===== src/rtl/ahb_mtx_in_stage_if.sv =====
// ahb_mtx_in_stage_if: master-side AHB port plus output-stage feedback for one matrix input stage
interface ahb_mtx_in_stage_if #(
    parameter int ADDR_WIDTH = 32
);
    logic                  HSELS;
    logic [ADDR_WIDTH-1:0] HADDRS;
    logic [1:0]            HTRANSS;
    logic                  HWRITES;
    logic [2:0]            HSIZES;
    logic [2:0]            HBURSTS;
    logic [3:0]            HPROTS;
    logic                  HMASTLOCKS;
    logic                  HREADYS;
    logic                  active_trans;
    logic                  readyout_m;
    logic                  resp_m;
    logic                  dec_miss;
    logic                  req_port;
    logic [ADDR_WIDTH-1:0] HADDRM;
    logic [1:0]            HTRANSM;
    logic                  HWRITEM;
    logic [2:0]            HSIZEM;
    logic [2:0]            HBURSTM;
    logic [3:0]            HPROTM;
    logic                  HMASTLOCKM;
    logic                  held_tran;
    logic                  HREADYOUTS;
    logic                  HRESPS;

    modport slave (
        input  HSELS, HADDRS, HTRANSS, HWRITES, HSIZES, HBURSTS, HPROTS, HMASTLOCKS, HREADYS,
        input  active_trans, readyout_m, resp_m, dec_miss,
        output req_port, HADDRM, HTRANSM, HWRITEM, HSIZEM, HBURSTM, HPROTM, HMASTLOCKM,
        output held_tran, HREADYOUTS, HRESPS
    );

    modport master (
        output HSELS, HADDRS, HTRANSS, HWRITES, HSIZES, HBURSTS, HPROTS, HMASTLOCKS, HREADYS,
        output active_trans, readyout_m, resp_m, dec_miss,
        input  req_port, HADDRM, HTRANSM, HWRITEM, HSIZEM, HBURSTM, HPROTM, HMASTLOCKM,
        input  held_tran, HREADYOUTS, HRESPS
    );
endinterface


===== src/rtl/ahb_mtx_in_stage.sv =====
// ahb_mtx_in_stage: AHB matrix input stage, live/held address forwarding; AHB_MTX_INSTG_DEFSLV_EN adds a built-in default slave
module ahb_mtx_in_stage #(
    parameter int ADDR_WIDTH = 32
) (
    input logic              HCLK,
    input logic              HRESETn,
    ahb_mtx_in_stage_if.slave bus
);
`ifdef AHB_MTX_INSTG_DEFSLV_EN
    typedef enum logic [2:0] {ST_IDLE, ST_HOLD, ST_DATA, ST_ERR1, ST_ERR2} state_t;
`else
    typedef enum logic [2:0] {ST_IDLE, ST_HOLD, ST_DATA} state_t;
`endif
    state_t                state_q, state_d;
    logic                  new_tran, miss, fwd, accept, load;
    logic [ADDR_WIDTH-1:0] addr_q;
    logic                  write_q, lock_q;
    logic [2:0]            size_q, burst_q;
    logic [3:0]            prot_q;

    assign new_tran = bus.HSELS & bus.HTRANSS[1] & bus.HREADYS;
`ifdef AHB_MTX_INSTG_DEFSLV_EN
    assign miss = new_tran & bus.dec_miss;
`else
    logic unused_dec_miss;
    assign unused_dec_miss = bus.dec_miss;
    assign miss = 1'b0;
`endif
    assign fwd = new_tran & ~miss;

    // next state, request, forwarded controls and master response
    always_comb begin
        state_d         = state_q;
        accept          = 1'b0;
        load            = 1'b0;
        bus.req_port    = fwd;
        bus.held_tran   = 1'b0;
        bus.HADDRM      = bus.HADDRS;
        bus.HTRANSM     = bus.HTRANSS;
        bus.HWRITEM     = bus.HWRITES;
        bus.HSIZEM      = bus.HSIZES;
        bus.HBURSTM     = bus.HBURSTS;
        bus.HPROTM      = bus.HPROTS;
        bus.HMASTLOCKM  = bus.HMASTLOCKS;
        bus.HREADYOUTS  = 1'b1;
        bus.HRESPS      = 1'b0;
        case (state_q)
            ST_IDLE: accept = 1'b1;
            ST_HOLD: begin
                bus.req_port   = 1'b1;
                bus.held_tran  = 1'b1;
                bus.HADDRM     = addr_q;
                bus.HTRANSM    = 2'b10;
                bus.HWRITEM    = write_q;
                bus.HSIZEM     = size_q;
                bus.HBURSTM    = burst_q;
                bus.HPROTM     = prot_q;
                bus.HMASTLOCKM = lock_q;
                bus.HREADYOUTS = 1'b0;
                state_d        = bus.active_trans ? ST_DATA : ST_HOLD;
            end
            ST_DATA: begin
                bus.HREADYOUTS = bus.readyout_m;
                bus.HRESPS     = bus.resp_m;
                accept         = bus.readyout_m;
            end
`ifdef AHB_MTX_INSTG_DEFSLV_EN
            ST_ERR1: begin
                bus.HREADYOUTS = 1'b0;
                bus.HRESPS     = 1'b1;
                state_d        = ST_ERR2;
            end
            ST_ERR2: begin
                bus.HRESPS = 1'b1;
                accept     = 1'b1;
            end
`endif
            default: state_d = ST_IDLE;
        endcase
        if (accept) begin
            state_d = fwd ? (bus.active_trans ? ST_DATA : ST_HOLD) : ST_IDLE;
            load    = fwd & ~bus.active_trans;
        end
`ifdef AHB_MTX_INSTG_DEFSLV_EN
        if (accept && miss) state_d = ST_ERR1;
`endif
    end

    // state register
    always_ff @(posedge HCLK or negedge HRESETn) begin
        if (!HRESETn) state_q <= ST_IDLE;
        else          state_q <= state_d;
    end

    // holding register, loaded only when a transfer misses its grant
    always_ff @(posedge HCLK or negedge HRESETn) begin
        if (!HRESETn) begin
            addr_q  <= '0;
            write_q <= 1'b0;
            size_q  <= 3'b0;
            burst_q <= 3'b0;
            prot_q  <= 4'b0;
            lock_q  <= 1'b0;
        end else if (load) begin
            addr_q  <= bus.HADDRS;
            write_q <= bus.HWRITES;
            size_q  <= bus.HSIZES;
            burst_q <= bus.HBURSTS;
            prot_q  <= bus.HPROTS;
            lock_q  <= bus.HMASTLOCKS;
        end
    end
endmodule


===== src/flat_wrapper.sv =====
// flat-port wrapper written by rule: the top's interface ports become plain ports
module ahb_mtx_in_stage_flat 
#(
    parameter int ADDR_WIDTH = 32
)
  (HCLK, HRESETn, bus_HSELS, bus_HADDRS, bus_HTRANSS, bus_HWRITES, bus_HSIZES, bus_HBURSTS, bus_HPROTS, bus_HMASTLOCKS, bus_HREADYS, bus_active_trans, bus_readyout_m, bus_resp_m, bus_dec_miss, bus_req_port, bus_HADDRM, bus_HTRANSM, bus_HWRITEM, bus_HSIZEM, bus_HBURSTM, bus_HPROTM, bus_HMASTLOCKM, bus_held_tran, bus_HREADYOUTS, bus_HRESPS);
  ahb_mtx_in_stage_if #(.ADDR_WIDTH(ADDR_WIDTH)) bus_i ();
  input logic HCLK;
  input logic HRESETn;
  input wire logic [$bits(bus_i.HSELS)-1:0] bus_HSELS;
  input wire logic [$bits(bus_i.HADDRS)-1:0] bus_HADDRS;
  input wire logic [$bits(bus_i.HTRANSS)-1:0] bus_HTRANSS;
  input wire logic [$bits(bus_i.HWRITES)-1:0] bus_HWRITES;
  input wire logic [$bits(bus_i.HSIZES)-1:0] bus_HSIZES;
  input wire logic [$bits(bus_i.HBURSTS)-1:0] bus_HBURSTS;
  input wire logic [$bits(bus_i.HPROTS)-1:0] bus_HPROTS;
  input wire logic [$bits(bus_i.HMASTLOCKS)-1:0] bus_HMASTLOCKS;
  input wire logic [$bits(bus_i.HREADYS)-1:0] bus_HREADYS;
  input wire logic [$bits(bus_i.active_trans)-1:0] bus_active_trans;
  input wire logic [$bits(bus_i.readyout_m)-1:0] bus_readyout_m;
  input wire logic [$bits(bus_i.resp_m)-1:0] bus_resp_m;
  input wire logic [$bits(bus_i.dec_miss)-1:0] bus_dec_miss;
  output wire logic [$bits(bus_i.req_port)-1:0] bus_req_port;
  output wire logic [$bits(bus_i.HADDRM)-1:0] bus_HADDRM;
  output wire logic [$bits(bus_i.HTRANSM)-1:0] bus_HTRANSM;
  output wire logic [$bits(bus_i.HWRITEM)-1:0] bus_HWRITEM;
  output wire logic [$bits(bus_i.HSIZEM)-1:0] bus_HSIZEM;
  output wire logic [$bits(bus_i.HBURSTM)-1:0] bus_HBURSTM;
  output wire logic [$bits(bus_i.HPROTM)-1:0] bus_HPROTM;
  output wire logic [$bits(bus_i.HMASTLOCKM)-1:0] bus_HMASTLOCKM;
  output wire logic [$bits(bus_i.held_tran)-1:0] bus_held_tran;
  output wire logic [$bits(bus_i.HREADYOUTS)-1:0] bus_HREADYOUTS;
  output wire logic [$bits(bus_i.HRESPS)-1:0] bus_HRESPS;
  assign bus_i.HSELS = bus_HSELS;
  assign bus_i.HADDRS = bus_HADDRS;
  assign bus_i.HTRANSS = bus_HTRANSS;
  assign bus_i.HWRITES = bus_HWRITES;
  assign bus_i.HSIZES = bus_HSIZES;
  assign bus_i.HBURSTS = bus_HBURSTS;
  assign bus_i.HPROTS = bus_HPROTS;
  assign bus_i.HMASTLOCKS = bus_HMASTLOCKS;
  assign bus_i.HREADYS = bus_HREADYS;
  assign bus_i.active_trans = bus_active_trans;
  assign bus_i.readyout_m = bus_readyout_m;
  assign bus_i.resp_m = bus_resp_m;
  assign bus_i.dec_miss = bus_dec_miss;
  assign bus_req_port = bus_i.req_port;
  assign bus_HADDRM = bus_i.HADDRM;
  assign bus_HTRANSM = bus_i.HTRANSM;
  assign bus_HWRITEM = bus_i.HWRITEM;
  assign bus_HSIZEM = bus_i.HSIZEM;
  assign bus_HBURSTM = bus_i.HBURSTM;
  assign bus_HPROTM = bus_i.HPROTM;
  assign bus_HMASTLOCKM = bus_i.HMASTLOCKM;
  assign bus_held_tran = bus_i.held_tran;
  assign bus_HREADYOUTS = bus_i.HREADYOUTS;
  assign bus_HRESPS = bus_i.HRESPS;
  ahb_mtx_in_stage #(.ADDR_WIDTH(ADDR_WIDTH)) u_core (.HCLK(HCLK), .HRESETn(HRESETn), .bus(bus_i));
endmodule

===== config.mk =====
export PLATFORM = sky130hd
export DESIGN_NAME = ahb_mtx_in_stage_flat
export DESIGN_NICKNAME = d
export VERILOG_FILES = /design/src/rtl/ahb_mtx_in_stage_if.sv /design/src/rtl/ahb_mtx_in_stage.sv /design/src/flat_wrapper.sv
export SDC_FILE = /design/constraint.sdc
export NUM_CORES = 1
export LEC_CHECK = 0
export CAP_MARGIN = 20
export CORE_ASPECT_RATIO = 0.5
export CORE_UTILIZATION = 50
export CTS_CLUSTER_SIZE = 30
export DETAILED_ROUTE_END_ITERATION = 12
export DONT_BUFFER_PORTS = 1
export GPL_ROUTABILITY_DRIVEN = 0
export PLACE_DENSITY = 0.74
export SYNTH_ARGS = -nofsm -noshare
export SYNTH_HDL_FRONTEND = slang
export SYNTH_SLANG_ARGS = --single-unit

===== constraint.sdc =====
create_clock -name HCLK -period 3 [get_ports HCLK]
set_input_delay 0.6 -clock HCLK [delete_from_list [all_inputs] [get_ports HCLK]]
set_output_delay 0.6 -clock HCLK [all_outputs]
set_load 0.02 [all_outputs]

# [Word-level counts from Yosys, hierarchy flattened]
# Cells that the tools add are included.
[classes] n_eq_ne=3 n_mux=17 n_bitwise=4 n_reduce_logical=2
[ops] operator="two-way mux 32 bit" count=1
[ops] operator="two-way mux 3 bit" count=4
[ops] operator="two-way mux 1 bit" count=6
[ops] operator="case mux 3 bit (2 select lines)" count=1
[ops] operator="two-way mux 2 bit" count=2
[ops] operator="two-way mux 4 bit" count=1
[ops] operator="case mux 1 bit (2 select lines)" count=2
[ops] operator="bitwise AND 1 bit" count=3
[ops] operator="equality test 3 x 1 -> 1 bit (second input constant)" count=1
[ops] operator="equality test 3 x 2 -> 1 bit (second input constant)" count=1
[ops] operator="logical NOT 3 bit" count=1
[ops] operator="!= test 2 x 1 -> 1 bit (second input constant)" count=1
[ops] operator="OR reduction 2 bit" count=1
[ops] operator="NOT 1 bit" count=1
[totals] register_bits=47 elab_cells=33

# [Logic depth before layout (Yosys ltp)]
[depth] ltp_word=4 mapped_depth=5 depth_no_buf=3

# [Worst setup path before layout]
# No wires, ideal clock.
[synth_path] path_kind="reg-to-output" start="register u_core.state_q[1]" end="output port bus_HADDRM[23]" t_arrival_ns=1.386 required_time_ns=2.400 setup_slack_ns=1.014 stages_incl_launch_ff=5 cell_sequence="dfrtp_1 and2b_2 clkbuf_1 buf_2 mux2_2"
[synth_between] elab_chain_len=2
[synth_lines] element="start, declared" line_no="ahb_mtx_in_stage.sv:14" rtl="state_t state_q, state_d;"
[synth_lines] element="start signal, assigned" line_no="ahb_mtx_in_stage.sv:92" rtl="else state_q <= state_d;"
[synth_lines] element="equality test 3 x 1 -> 1 bit" line_no="ahb_mtx_in_stage.sv:47" rtl="case (state_q)"
[synth_lines] element="two-way mux 32 bit" line_no="ahb_mtx_in_stage.sv:47"
[synth_lines] element="end, declared" line_no="flat_wrapper.sv:24" rtl="output wire logic [$bits(bus_i.HADDRM)-1:0] bus_HADDRM;"
# No other way between the ends.

# [Worst setup path after layout]
# Same ends and word-level chain as after synthesis.

==> results.py <==
metrics = {
    "status": {
        "outcome": "complete, no violations",
    },
    "finish": {
        "fill_cells": 377,
        "nNetsFinal": 214,
        "fin_cells": 227,
        "diodes": 0,
        "drive_gt1_share_pct": 64.0,
        "area_delta_synth_final_pct": 4.70,
    },
    "synth": {
        "synth_area_leaders": "dfrtp_1, mux2_4, mux2_2",
        "yosysUniqueCellTypes": 18,
        "syn_avg_cell_area_um2": 15.6,
        "async_flop_share_pct": 100,
        "synth_top_cell_by_area": "dfrtp_1",
        "synth-main-ff-cell": "dfrtp_1",
        "syn-cell-area_mm2": 0.00250,
        "synth-seq-cells": 46,
        "synth_edf_count": 0,
        "synthCells": 160,
        "synth_most_common_cell": "mux2_2",
        "synth_top_area_share_pct": 46.0,
        "ys_warn_count": 0,
        "synthesis.nets": 214,
        "synth.top_cells.by_count": "mux2_2, dfrtp_1, mux2_4",
        "yosysSeqAreaShare_pct": 46.0,
    },
    "detailed_routing": {
        "via_per_inst": 5.57,
        "wirelength_um": 4060,
        "antenna_left": 0,
        "drtIter0Drc": 24,
        "vias": 1264,
        "post_drt_wl_per_cell_um": 17.9,
        "first_pass_iters": 4,
        "drc": 0,
    },
    "worst_setup_path": {
        "crit_path_max_fanout": 26,
        "cp-end-kind": "output pin",
        "cp_top_family": "simple AND/OR/NAND/NOR gates",
        "crit_chain": "and2b_2, buf_12, mux2_2",
        "r2r_cells": 4,
        "crit_arrival_ns": 2.02,
        "slowest_delay_ns": 0.62,
        "worst_path_max_delay_cell": "and2b_2",
        "path_buf_inv": 1,
        "r2r_slack_ns": 1.21,
        "crit_type": "flip-flop to output pin",
        "cp.required_ns": 2.40,
        "rr_endpoint": "u_core.addr_q[5]",
        "timing.rr.start": "u_core.state_q[0]",
        "start_kind": "flip-flop",
    },
    "timing": {
        "fin_crit_sh_pct": 87.2,
        "worst_pin_slew_ns": 0.626,
        "fmax_mhz": 382,
        "maxSlewHeadroom_pct": 58.3,
        "post-route-min-period_ns": 2.62,
        "holdWs_ns": 0.147,
        "slew_viol_final": 0,
        "setup_viol": 0,
        "hold_violations": 0,
        "rsz0062_at_grt": "false",
        "skew_ns": 0.00372,
        "fin_tns_setup_ns": 0,
    },
    "global_route": {
        "antenna_found_initial": 0,
        "use_met3_pct": 4.84,
        "grt.busiest_layer": "met2",
        "grt_pass1_vias": 1275,
        "overflow": 0,
        "met2_usage_pct": 25.7,
        "grt_usage_pct": 15.4,
        "grt_first_pass_wirelength_um": 6020,
        "global_route.usage.met1_pct": 19.5,
        "grt_start_max_net_pins": 47,
    },
    "cts": {
        "clockRootBuffer": "clkbuf_8",
        "clk-insertion-delay-late_ns": 0.29,
        "cts_tree": "built",
        "clk_path_buf_depth": 2,
        "numCtsBuffers": 5,
        "cts_sinks": 46,
        "cts_setup_buffers": 0,
        "path_clk_slew_ns": 0.08,
        "htreeDepth": 2,
    },
    "floorplan": {
        "start_util_pct": 54.5,
        "die_h_um": 52.0,
        "core-area_mm2": 0.00459,
        "pin_count": 104,
        "placementRows": 17,
        "die_area_mm2": 0.00531,
        "fp.dieW_um": 102,
    },
    "worst_hold_path": {
        "min_path_type": "primary input to asynchronous set/reset pin",
    },
    "power": {
        "p_per_area_mw_per_mm2": 639,
        "p_leak_uw": 0.00113,
        "vdd_drop_max_v": 0.000301,
    },
    "run": {
        "maxCapViolCount": 0,
    },
    "place": {
        "dp_cells": 218,
        "io_buffers": 0,
        "dp_hpwl_um": 2790,
    },
}
## area by class of cell
cell class	instances	area [um^2]	area share, %
clock buffer	7	86.3	3.30
timing repair buffer	4	62.6	2.39
tap	66	82.6	3.15
sequential	46	1150	43.9
multi-input combinational	103	1230	47.0
clock inverter	1	5.00	0.191
## flip-flops by register name, indices dropped and copies added (netlist names)
| signal | flops |
|---|---|
| u_core.prot_q | 4 |
| u_core.burst_q | 3 |
| u_core.lock_q | 1 |
| u_core.addr_q | 32 |
| u_core.size_q | 3 |
| u_core.state_q | 2 |
| u_core.write_q | 1 |
## cell families (layout without fill, tap and decap cells)
kind of cell	after synthesis	count (layout)	synth area share, %
AOI/OAI and AO/OA	4	4	0.950
muxes	88	88	45.6
and+or+nand+nor	11	11	2.65
buffers and inverters	11	12	4.80
DFF	46	46	46.0
## per-stage QoR
| step | cell area (um^2) | setup slack, ns | total power (uW) | utilization (%) |
|---|---|---|---|---|
| finish | 2620 | 0.383 | 1670 | 57.0 |
| global route | 2620 | 0.279 | 1760 | 57.0 |
| CTS | 2620 | 0.381 | 1690 | 57.0 |
| detailed placement | 2500 | 0.707 | 1290 | 54.4 |
| global placement | 2500 | 0.742 | 1270 | 54.4 |
| floorplan | 2500 | 1.01 | 1240 | - |
## placed cells by master (no fill, tap or decap)
| cell type | n |
|---|---|
| mux2_2 | 48 |
| dfrtp_1 | 46 |
| mux2_4 | 40 |
| clkbuf_8 | 6 |
| nor2_1 | 4 |
| o21ai_0 | 2 |
| buf_4 | 2 |
| and2b_2 | 1 |
| or2b_1 | 1 |
| nor2b_1 | 1 |
| nand2_1 | 1 |
| or2_2 | 1 |
| a31o_2 | 1 |
| and4b_1 | 1 |
| and3b_2 | 1 |
| a21oi_1 | 1 |
| clkbuf_1 | 1 |
| clkinv_2 | 1 |
| buf_16 | 1 |
| buf_12 | 1 |
## report_power, final
| group | total [uW] | switching [uW] | internal (uW) | leakage, uW |
|---|---|---|---|---|
| Clock | 380 | 194 | 186 | 0.0000482 |
| Combinational | 437 | 178 | 259 | 0.000524 |
| Sequential | 856 | 80.6 | 775 | 0.000557 |
| Total | 1670 | 453 | 1220 | 0.00113 |
## worst max path at each step
| stage | cells after the start | start | to |
|---|---|---|---|
| final | 3 | u_core.state_q[1] | bus_HADDRM[23] |
| after global routing | 3 | u_core.state_q[0] | bus_HADDRM[21] |
| after CTS | 3 | u_core.state_q[1] | bus_HADDRM[21] |
| after detailed placement | 3 | u_core.state_q[1] | bus_HADDRM[21] |
| after global placement | 3 | u_core.state_q[1] | bus_HADDRM[18] |
| after floorplan | 4 | u_core.state_q[1] | bus_HADDRM[23] |
## per-layer routing
layer	wire, um	vias up
li1	-	573
met5	0	-
met4	19	0
met2	1910	53
met3	292	2
met1	1840	636
## repair_timing
action,in CTS,in global routing
resized for setup,0,0
hold endpoints to repair,46,0
hold buffers,1,0
Power figures use the tool's default switching activity.
